### src/rtl/mul_pkg.sv
// Shared constants for the multiplier sequencer: datapath commands, FSM state
// encodings and operand/product widths.
package mul_pkg;

    localparam int unsigned OP_W     = 32;
    localparam int unsigned PROD_W   = 64;
    localparam int unsigned ITER_DEF = 32;
    localparam int unsigned SIG_W    = 6;
    localparam int unsigned ST_W     = 3;

    localparam logic [SIG_W-1:0] SIG_HOLD = 6'b011001;
    localparam logic [SIG_W-1:0] SIG_STEP = 6'b111111;

    // Sequencer states, kept as plain constants for legacy tools.
    localparam logic [ST_W-1:0] IDLE    = 3'd0;
    localparam logic [ST_W-1:0] CLEAR   = 3'd1;
    localparam logic [ST_W-1:0] RUN     = 3'd2;
    localparam logic [ST_W-1:0] CAPTURE = 3'd3;
    localparam logic [ST_W-1:0] DONE    = 3'd4;

endpackage

### src/rtl/mul_sequencer_if.sv
// Bundle of the requester, response and datapath signals around mul_sequencer.
// The slave view belongs to the sequencer; the master view belongs to its surroundings.
interface mul_sequencer_if;
    import mul_pkg::*;

    logic              req0_valid;
    logic              req0_ready;
    logic [OP_W-1:0]   req0_a;
    logic [OP_W-1:0]   req0_b;
    logic              req1_valid;
    logic              req1_ready;
    logic [OP_W-1:0]   req1_a;
    logic [OP_W-1:0]   req1_b;

    logic              mul_clr;
    logic [SIG_W-1:0]  mul_signal;
    logic [OP_W-1:0]   mul_a;
    logic [OP_W-1:0]   mul_b;
    logic [PROD_W-1:0] mul_dout;

    logic              rsp_valid;
    logic              rsp_ready;
    logic              rsp_id;
    logic [PROD_W-1:0] rsp_data;
    logic              busy;

    modport slave (
        input  req0_valid, req0_a, req0_b, req1_valid, req1_a, req1_b,
        input  mul_dout, rsp_ready,
        output req0_ready, req1_ready, mul_clr, mul_signal, mul_a, mul_b,
        output rsp_valid, rsp_id, rsp_data, busy
    );

    modport master (
        output req0_valid, req0_a, req0_b, req1_valid, req1_a, req1_b,
        output mul_dout, rsp_ready,
        input  req0_ready, req1_ready, mul_clr, mul_signal, mul_a, mul_b,
        input  rsp_valid, rsp_id, rsp_data, busy
    );

endinterface

### src/rtl/rr_arbiter2.sv
// Two-way round-robin arbiter: with both requesters valid the one not granted
// last wins; the pointer only moves when the grant is actually taken.
module rr_arbiter2 (
    input  logic [1:0] valid,
    input  logic       pointer,
    input  logic       accept,
    output logic       grant_c,
    output logic       pointer_nxt_c
);

    always_comb begin
        grant_c = 1'b0;
        if (valid == 2'b11) begin
            grant_c = ~pointer;
        end else if (valid[1]) begin
            grant_c = 1'b1;
        end
        pointer_nxt_c = accept ? grant_c : pointer;
    end

endmodule

### src/rtl/mul_sequencer.sv
// Shares one shift-add multiplier datapath between two requesters: arbitrate,
// clear, step with pre-shifted operands, capture the product, hand it back.
module mul_sequencer
    import mul_pkg::*;
#(
    parameter int unsigned ITER       = ITER_DEF,
    parameter bit          EARLY_EXIT = 1'b1
) (
    input  logic            clk,
    input  logic            reset,
    mul_sequencer_if.slave  bus
);

    localparam int unsigned CNT_W = (ITER > 1) ? $clog2(ITER) : 1;

    logic [ST_W-1:0]   state;
    logic [ST_W-1:0]   state_nxt;
    logic [OP_W-1:0]   a_sh;
    logic [OP_W-1:0]   b_sh;
    logic [CNT_W-1:0]  cnt;
    logic              ptr;
    logic              id;
    logic [PROD_W-1:0] rsp_data_q;

    logic [1:0]        valid_c;
    logic              accept_c;
    logic              grant_c;
    logic              ptr_nxt_c;
    logic              run_last_c;

    assign valid_c  = {bus.req1_valid, bus.req0_valid};
    // Ready is gated by reset so no transfer can be signalled while held in reset.
    assign accept_c = (state == IDLE) && (|valid_c) && reset;

    rr_arbiter2 u_arb (
        .valid         (valid_c),
        .pointer       (ptr),
        .accept        (accept_c),
        .grant_c       (grant_c),
        .pointer_nxt_c (ptr_nxt_c)
    );

    // Last step: counter exhausted, or no multiplier bits left after this shift.
    assign run_last_c = (cnt == CNT_W'(ITER - 1)) ||
                        (EARLY_EXIT && ((b_sh >> 1) == '0));

    always_ff @(posedge clk or negedge reset) begin
        if (!reset) begin
            state <= IDLE;
        end else begin
            state <= state_nxt;
        end
    end

    always_comb begin
        state_nxt      = state;
        bus.mul_clr    = 1'b0;
        bus.mul_signal = SIG_HOLD;
        bus.mul_a      = '0;
        bus.mul_b      = '0;
        bus.rsp_valid  = 1'b0;
        bus.busy       = 1'b1;
        bus.req0_ready = 1'b0;
        bus.req1_ready = 1'b0;
        case (state)
            IDLE: begin
                bus.mul_clr    = 1'b1;
                bus.busy       = 1'b0;
                bus.req0_ready = accept_c && !grant_c;
                bus.req1_ready = accept_c && grant_c;
                if (accept_c) begin
                    state_nxt = CLEAR;
                end
            end
            CLEAR: begin
                bus.mul_clr = 1'b1;
                state_nxt   = RUN;
            end
            RUN: begin
                bus.mul_signal = SIG_STEP;
                bus.mul_a      = a_sh;
                bus.mul_b      = b_sh;
                if (run_last_c) begin
                    state_nxt = CAPTURE;
                end
            end
            CAPTURE: begin
                state_nxt = DONE;
            end
            DONE: begin
                bus.rsp_valid = 1'b1;
                if (bus.rsp_ready) begin
                    state_nxt = IDLE;
                end
            end
            default: begin
                bus.mul_clr = 1'b1;
                bus.busy    = 1'b0;
                state_nxt   = IDLE;
            end
        endcase
    end

    // Operand shifters, step counter, arbitration pointer and result register.
    always_ff @(posedge clk or negedge reset) begin
        if (!reset) begin
            a_sh       <= '0;
            b_sh       <= '0;
            cnt        <= '0;
            ptr        <= 1'b1;
            id         <= 1'b0;
            rsp_data_q <= '0;
        end else begin
            ptr <= ptr_nxt_c;
            if (accept_c) begin
                a_sh <= grant_c ? bus.req1_a : bus.req0_a;
                b_sh <= grant_c ? bus.req1_b : bus.req0_b;
                id   <= grant_c;
                cnt  <= '0;
            end else if (state == RUN) begin
                a_sh <= a_sh << 1;
                b_sh <= b_sh >> 1;
                cnt  <= cnt + CNT_W'(1);
            end
            if (state == CAPTURE) begin
                rsp_data_q <= bus.mul_dout;
            end
        end
    end

    assign bus.rsp_data = rsp_data_q;
    assign bus.rsp_id   = id;

endmodule

### src/flat_wrapper.sv
// flat-port wrapper written by rule: the top's interface ports become plain ports
module mul_sequencer_flat import mul_pkg::*;
#(
    parameter int unsigned ITER       = ITER_DEF,
    parameter bit          EARLY_EXIT = 1'b1
)
  (clk, reset, bus_req0_valid, bus_req0_a, bus_req0_b, bus_req1_valid, bus_req1_a, bus_req1_b, bus_mul_dout, bus_rsp_ready, bus_req0_ready, bus_req1_ready, bus_mul_clr, bus_mul_signal, bus_mul_a, bus_mul_b, bus_rsp_valid, bus_rsp_id, bus_rsp_data, bus_busy);
  mul_sequencer_if bus_i ();
  input  logic clk;
  input  logic reset;
  input wire logic [$bits(bus_i.req0_valid)-1:0] bus_req0_valid;
  input wire logic [$bits(bus_i.req0_a)-1:0] bus_req0_a;
  input wire logic [$bits(bus_i.req0_b)-1:0] bus_req0_b;
  input wire logic [$bits(bus_i.req1_valid)-1:0] bus_req1_valid;
  input wire logic [$bits(bus_i.req1_a)-1:0] bus_req1_a;
  input wire logic [$bits(bus_i.req1_b)-1:0] bus_req1_b;
  input wire logic [$bits(bus_i.mul_dout)-1:0] bus_mul_dout;
  input wire logic [$bits(bus_i.rsp_ready)-1:0] bus_rsp_ready;
  output wire logic [$bits(bus_i.req0_ready)-1:0] bus_req0_ready;
  output wire logic [$bits(bus_i.req1_ready)-1:0] bus_req1_ready;
  output wire logic [$bits(bus_i.mul_clr)-1:0] bus_mul_clr;
  output wire logic [$bits(bus_i.mul_signal)-1:0] bus_mul_signal;
  output wire logic [$bits(bus_i.mul_a)-1:0] bus_mul_a;
  output wire logic [$bits(bus_i.mul_b)-1:0] bus_mul_b;
  output wire logic [$bits(bus_i.rsp_valid)-1:0] bus_rsp_valid;
  output wire logic [$bits(bus_i.rsp_id)-1:0] bus_rsp_id;
  output wire logic [$bits(bus_i.rsp_data)-1:0] bus_rsp_data;
  output wire logic [$bits(bus_i.busy)-1:0] bus_busy;
  assign bus_i.req0_valid = bus_req0_valid;
  assign bus_i.req0_a = bus_req0_a;
  assign bus_i.req0_b = bus_req0_b;
  assign bus_i.req1_valid = bus_req1_valid;
  assign bus_i.req1_a = bus_req1_a;
  assign bus_i.req1_b = bus_req1_b;
  assign bus_i.mul_dout = bus_mul_dout;
  assign bus_i.rsp_ready = bus_rsp_ready;
  assign bus_req0_ready = bus_i.req0_ready;
  assign bus_req1_ready = bus_i.req1_ready;
  assign bus_mul_clr = bus_i.mul_clr;
  assign bus_mul_signal = bus_i.mul_signal;
  assign bus_mul_a = bus_i.mul_a;
  assign bus_mul_b = bus_i.mul_b;
  assign bus_rsp_valid = bus_i.rsp_valid;
  assign bus_rsp_id = bus_i.rsp_id;
  assign bus_rsp_data = bus_i.rsp_data;
  assign bus_busy = bus_i.busy;
  mul_sequencer #(.ITER(ITER), .EARLY_EXIT(EARLY_EXIT)) u_core (.clk(clk), .reset(reset), .bus(bus_i));
endmodule
### config.mk
export PLATFORM = sky130hd
export DESIGN_NAME = mul_sequencer_flat
export DESIGN_NICKNAME = d
export VERILOG_FILES = /design/src/rtl/mul_pkg.sv /design/src/rtl/mul_sequencer_if.sv /design/src/rtl/rr_arbiter2.sv /design/src/rtl/mul_sequencer.sv /design/src/flat_wrapper.sv
export SDC_FILE = /design/constraint.sdc
export NUM_CORES = 1
export LEC_CHECK = 0
export ABC_AREA = 1
export CAP_MARGIN = 0
export CORE_MARGIN = 2
export CORE_UTILIZATION = 42
export CTS_CLUSTER_DIAMETER = 40
export CTS_CLUSTER_SIZE = 16
export DETAILED_ROUTE_END_ITERATION = 16
export PLACE_DENSITY = 0.81
export SETUP_SLACK_MARGIN = 0.3
export SLEW_MARGIN = 5
export SYNTH_ARGS = -nofsm -noshare
export SYNTH_HDL_FRONTEND = slang
export SYNTH_HIERARCHICAL = 1
export SYNTH_SLANG_ARGS = --single-unit
### constraint.sdc
create_clock -name clk -period 2.3 [get_ports clk]
set_input_delay 0.46 -clock clk [delete_from_list [all_inputs] [get_ports clk]]
set_output_delay 0.46 -clock clk [all_outputs]
set_load 0.01 [all_outputs]
Yosys cells after proc, flatten, opt, wreduce, memory -nomap -nowiden

Cells that the tools add are included.

Flip-flop bits (word level): 138
Latch bits: 0
Input port bits: 197
Memories: 0
ROM bits: 0
Memory bits (writable): 0
Output and inout bits: 140
Logic and storage cells: 53

Multiply operators: 0
Shift-type cells: 0
Bitwise gates (word level): 1
Equality and inequality tests: 9
Reduce and logical (&&, ||, !) cells: 13
Multiplexer cells: 22
$add $sub $neg: 1
Div/mod/pow operators: 0
Order comparisons: 0

Operators by type and width:

| operator                                                              | number |
|---|---|
| 32-bit 2-to-1 mux                                                     | 8 |
| 32-bit logical NOT                                                    | 1 |
| 3-bit one-hot mux with 5 select lines                                 | 1 |
| 5-bit 2-to-1 mux                                                      | 2 |
| 3-bit 2-to-1 mux                                                      | 3 |
| 1-bit 2-to-1 mux                                                      | 7 |
| 3-bit by 2-bit equality test with 1-bit output, second input constant | 2 |
| 6-bit 2-to-1 mux                                                      | 1 |
| 5-bit by 1-bit adder with 5-bit output, second input constant         | 1 |
| 5-bit equality test, second input constant                            | 1 |
| 1-bit logical AND                                                     | 4 |
| 2-bit by 1-bit != test with 1-bit output, second input constant       | 2 |
| 4-bit OR reduction                                                    | 1 |
| 3-bit by 1-bit equality test with 1-bit output, second input constant | 1 |
| 3-bit equality test, second input constant                            | 1 |
| 3-bit logical NOT                                                     | 1 |
| 3-bit AND reduction                                                   | 1 |
| 3-bit OR reduction                                                    | 1 |
| 2-bit equality test, second input constant                            | 1 |
| 2-bit != test, second input constant                                  | 1 |
| 2-bit nonzero test                                                    | 1 |
| 2-bit OR reduction                                                    | 1 |
| 1-bit logical NOT                                                     | 1 |
| 1-bit logical OR                                                      | 1 |
| 1-bit inverter                                                        | 1 |

Longest topological paths before layout

Word-level depth: 5
Depth in mapped cells: 12
Gate-level depth less buffers: 9

Hierarchy

The synthesis kept the hierarchy.

By module, submodules not included:

| module        | times used | sequential area each (um^2) | area each (um^2) | cells an instance |
|---|---|---|---|---|
| mul_sequencer | 1          | 3454.6                      | 7262.0           | 902 |
| rr_arbiter2   | 1          | 0.0                         | 26.3             | 6 |

Least setup slack after synthesis

Ideal clock, no wire load.

Path type: input to output
Start point: in bus_req0_valid
End point: out bus_req1_ready
Stages on the path: 6
Slack: 503 ps
Arrival: 1337 ps
Cell sequence: nand2_1 -> and2_1 -> buf_2 -> buf_1 -> nand2_1 -> inv_2

Elaborated cells on any way between the ends: 7
Those cells by class: eq/ne: 1; mux: 2; reduce/logical: 4

RTL lines:

| what                | line                | source |
|---|---|---|
| start, declared     | flat_wrapper.sv:11  | `input wire logic [$bits(bus_i.req0_valid)-1:0] bus_req0_valid;` |
| 2-bit equality test | rr_arbiter2.sv:13   | `if (valid == 2'b11) begin` |
| 1-bit 2-to-1 mux    | rr_arbiter2.sv:13   |  |
| via u_core.grant_c  | mul_sequencer.sv:27 | `logic grant_c;` |
| 1-bit logical AND   | mul_sequencer.sv:70 | `bus.req1_ready = accept_c && grant_c;` |
| 1-bit 2-to-1 mux    | mul_sequencer.sv:65 | `case (state)` |
| end, declared       | flat_wrapper.sv:20  | `output wire logic [$bits(bus_i.req1_ready)-1:0] bus_req1_ready;` |

The timed path passes the listed nets, and every way through them passes these cells.

Worst setup path in the final report

Start point: reg u_core.state[0]
End point: out bus_mul_b[11]

Cells in the longest elaborated chain, start to end: 2

Ends and longest elaborated chain:

| what                                           | line                | source |
|---|---|---|
| start, declared                                | mul_sequencer.sv:16 | `logic [ST_W-1:0] state;` |
| start signal, assigned                         | mul_sequencer.sv:51 | `state <= state_nxt;` |
| 3-bit by 2-bit equality test with 1-bit output | mul_sequencer.sv:65 |  |
| 32-bit 2-to-1 mux                              | mul_sequencer.sv:65 |  |
| end, declared                                  | flat_wrapper.sv:24  | `output wire logic [$bits(bus_i.mul_b)-1:0] bus_mul_b;` |

No other way between the ends.

==> results.ini <==
[timing]
setup_viol_count_final = 0
final_hold_viol_count = 0
fmax_mhz = 455.2
slew_viol_final = 0
rsz0062_at_grt = true
maxSlewHeadroom_pct = 49.40
fin_crit_ns = 2.197
worst_slack_ns = 0.1033
skew_ns = 0.01449
worstMarginPinSlew_ns = 0.7590
timing.final.crit_share_pct = 95.51

[synth]
synth.most_common_cell = nand2_1
synth.area.top_cells = dfrtp_1 47%, nand2_1 17%, mux2_2 9.9%
yosysWarningCount = 6
synth_top_family_by_area = simple AND/OR/NAND/NOR gates
yosysSeqAreaShare_pct = 47.40
synthAdderAreaFrac_pct = 0.3433
synth-simple-area-share_pct = 23.24
muxShareOfSynthArea_pct = 9.888
synth.top_cell.area_share_pct = 47.04
synth_area_mm2 = 0.007288
synth-edff-count = 0
synth_cell_types = 28
synth_ff_type = dfrtp_1
synthTopCellsByCount = 330 x nand2_1, 137 x dfrtp_1, 88 x nor2_1
synth_compound_area_share_pct = 9.305
synth-async-reset-ratio_pct = 100.0
syn_area_per_cell_um2 = 8.027
synth_top_area_cell = dfrtp_1
yosys_register_bits = 138
synth_xor_xnor_area_share_pct = 0
netlist_instances = 908

[routing]
drt_iter0_drc = 390
routed_via_density = 4.911
dr.pass1.iters = 5
num_vias = 7352
wl_um = 25800
wire_per_inst_um = 17.23
drc = 0
antenna_left = 0

[finish]
syn_to_final_growth_pct = 63.57
fin_cells = 1497
nets = 1456
fillCellCount = 1394
final_layout_size_suffix_gt1_share_pct = 19.92

[pwr]
vdd_ir_drop_max_mv = 0.7274
clkPwrFrac_pct = 19.1
pwr-share-comb_pct = 54.0
p_leak_uw = 0.005434
switching_power_uw = 5714
swShare_pct = 38.06
pwr-share-seq_pct = 26.9
powerDensity_mw_per_mm2 = 1259
p_int_uw = 9298

[clock_tree]
cts_sinks = 138
cts_tree = yes
cts-buffers-inserted = 17
clock-root-buffer = clkbuf_16
clk_pin_slew_ns = 0.06
cts_htree_levels = 4
clockBufferDepth = 2
clk_latency_ns = 0.42

[grt]
antenna_found_initial = 2
grt_max_degree = 139
first_global_vias = 7062
grt.overflow.total = 0
grt_first_pass_wirelength_um = 36450
track_usage_pct = 25.78

[critical_path]
crit_fanout = 7
end_kind = primary output
startpoint_type = flop
critPathRequiredTime_ns = 1.84
crit_type = flop to primary output
cp.arrival_ns = 1.74

[placed_design]
dp_hpwl_um = 17190
numPortBuffers = 333
dp_cells = 1435
dp_slack_ns = -0.1305
place.gp.congestion = 0.8523

[floorplan]
initial_core_util_pct = 42.58
die_h_um = 135.7
num_rows = 48
die_area_mm2 = 0.01842
ios = 337
core_mm2 = 0.01712
fp.dieW_um = 135.7

[flow_run]
cap_violations = 0

[worst_hold_path]
min_path_type = input pin to async pin

[outcome]
status = complete, no violations

==> registers in the layout, indices dropped and copies added, names as in the netlist <==
name / flops
u_core/a_sh: 32
u_core/b_sh: 32
u_core/bus.rsp_data: 64
u_core/bus.rsp_id: 1
u_core/cnt: 5
u_core/ptr: 1
u_core/state: 3
==> per-stage QoR <==
step | total power [µW] | cell area [µm²] | TNS [ns] | hold slack, ns | utilization, %
after global routing | 15920 | 11920 | 0 | 0.2378 | 69.65
after floorplan | 7882 | 7296 | 0 | 0.1644 | -
after global placement | 10750 | 10820 | -0.1376 | 0.4488 | 63.20
after CTS | 14100 | 11650 | 0 | 0.2249 | 68.06
final | 15010 | 11920 | 0 | 0.1785 | 69.65
after detailed placement | 10950 | 10820 | -0.3762 | 0.4545 | 63.20
==> cell usage in the layout, fill, tap and decap left out, types with 4 or more instances in the layout <==
cell / instances
nor2_2: 5
inv_1: 73
clkbuf_16: 26
nand3_1: 4
nor2_1: 76
o21ai_0: 74
buf_4: 24
clkinv_4: 4
dfrtp_1: 136
clkdlybuf4s15_2: 23
buf_6: 17
buf_12: 11
buf_2: 36
mux2_2: 64
nor2_4: 9
clkdlybuf4s50_1: 260
o21ai_1: 49
buf_16: 4
nand2_1: 329
==> kinds of logic (layout without fill, tap and decap cells) <==
group                    Yosys count  count (layout)
buffers and inverters            138             497
AND/OR/NAND/NOR                  433             434
multiplexers                      64              64
adder cells (fa/ha/maj)            2               2
flip-flops                       138             138
AO/OA/AOI/OAI                    132             132
other                              1               5
==> worst max-delay path, stage by stage (launching register included) <==
cell and delay [ns]:
dfrtp_1 0.42, nor2_4 0.22, nand2_8 0.12, buf_8 0.17, nor2_2 0.14, clkdlybuf4s15_2 0.25
==> routing by layer <==
metal  wire [µm]  GRT usage, %  vias up
met1        9776         28.35     3458
met2       13230         46.32      317
met4         693         10.19        0
met3        2097         7.931       43
li1            -             -     3534
met5           0             0        -
==> cell type report <==
type	count	area, µm²	area share [%]
Tap cell	225	281.5	2.361
Sequential cell	138	3456	28.99
Multi-Input combinational cell	635	3249	27.26
Antenna cell	2	5.005	0.04198
Inverter	80	330.3	2.771
Clock buffer	18	429.2	3.600
Clock inverter	14	186.4	1.564
Timing Repair Buffer	385	3984	33.42
==> power groups by stage <==
stage,sequential (µW),clock (µW),combinational [µW]
global placement,3980,0,6780
CTS,4020,2910,7170
global route,4140,3030,8740
detailed placement,4040,0,6900
floorplan,4240,0,3640
finish,4040,2860,8110
==> path summary, 6_finish.rpt <==
check,startpoint,end,slack (ns),cells after the start
hold / removal,reset,u_core/a_sh[0]$_DFFE_PN0P_,0.18,2
setup reg to reg,u_core/state[0]$_DFFE_PN0P_,u_core/b_sh[18]$_DFFE_PN0P_,0.31,12
min in group clk,u_core/cnt[3]$_DFFE_PN0P_,u_core/cnt[3]$_DFFE_PN0P_,0.47,1
hold reg to reg,u_core/cnt[3]$_DFFE_PN0P_,u_core/cnt[3]$_DFFE_PN0P_,0.47,1
setup / recovery,u_core/state[0]$_DFFE_PN0P_,bus_mul_b[11],0.10,5
max in group asynchronous,reset,u_core/state[1]$_DFFE_PN0P_,1.51,2
==> what timing repair did <==
action | CTS | global route
endpoints found under the setup margin | 73 | 133
gates cloned | 1 | 13
buffers inserted | 8 | 6
resized for setup | 256 | 84
pin swaps | 5 | 2
hold buffers | 0 | 0
No activity file was read; power rests on OpenSTA's default activity.
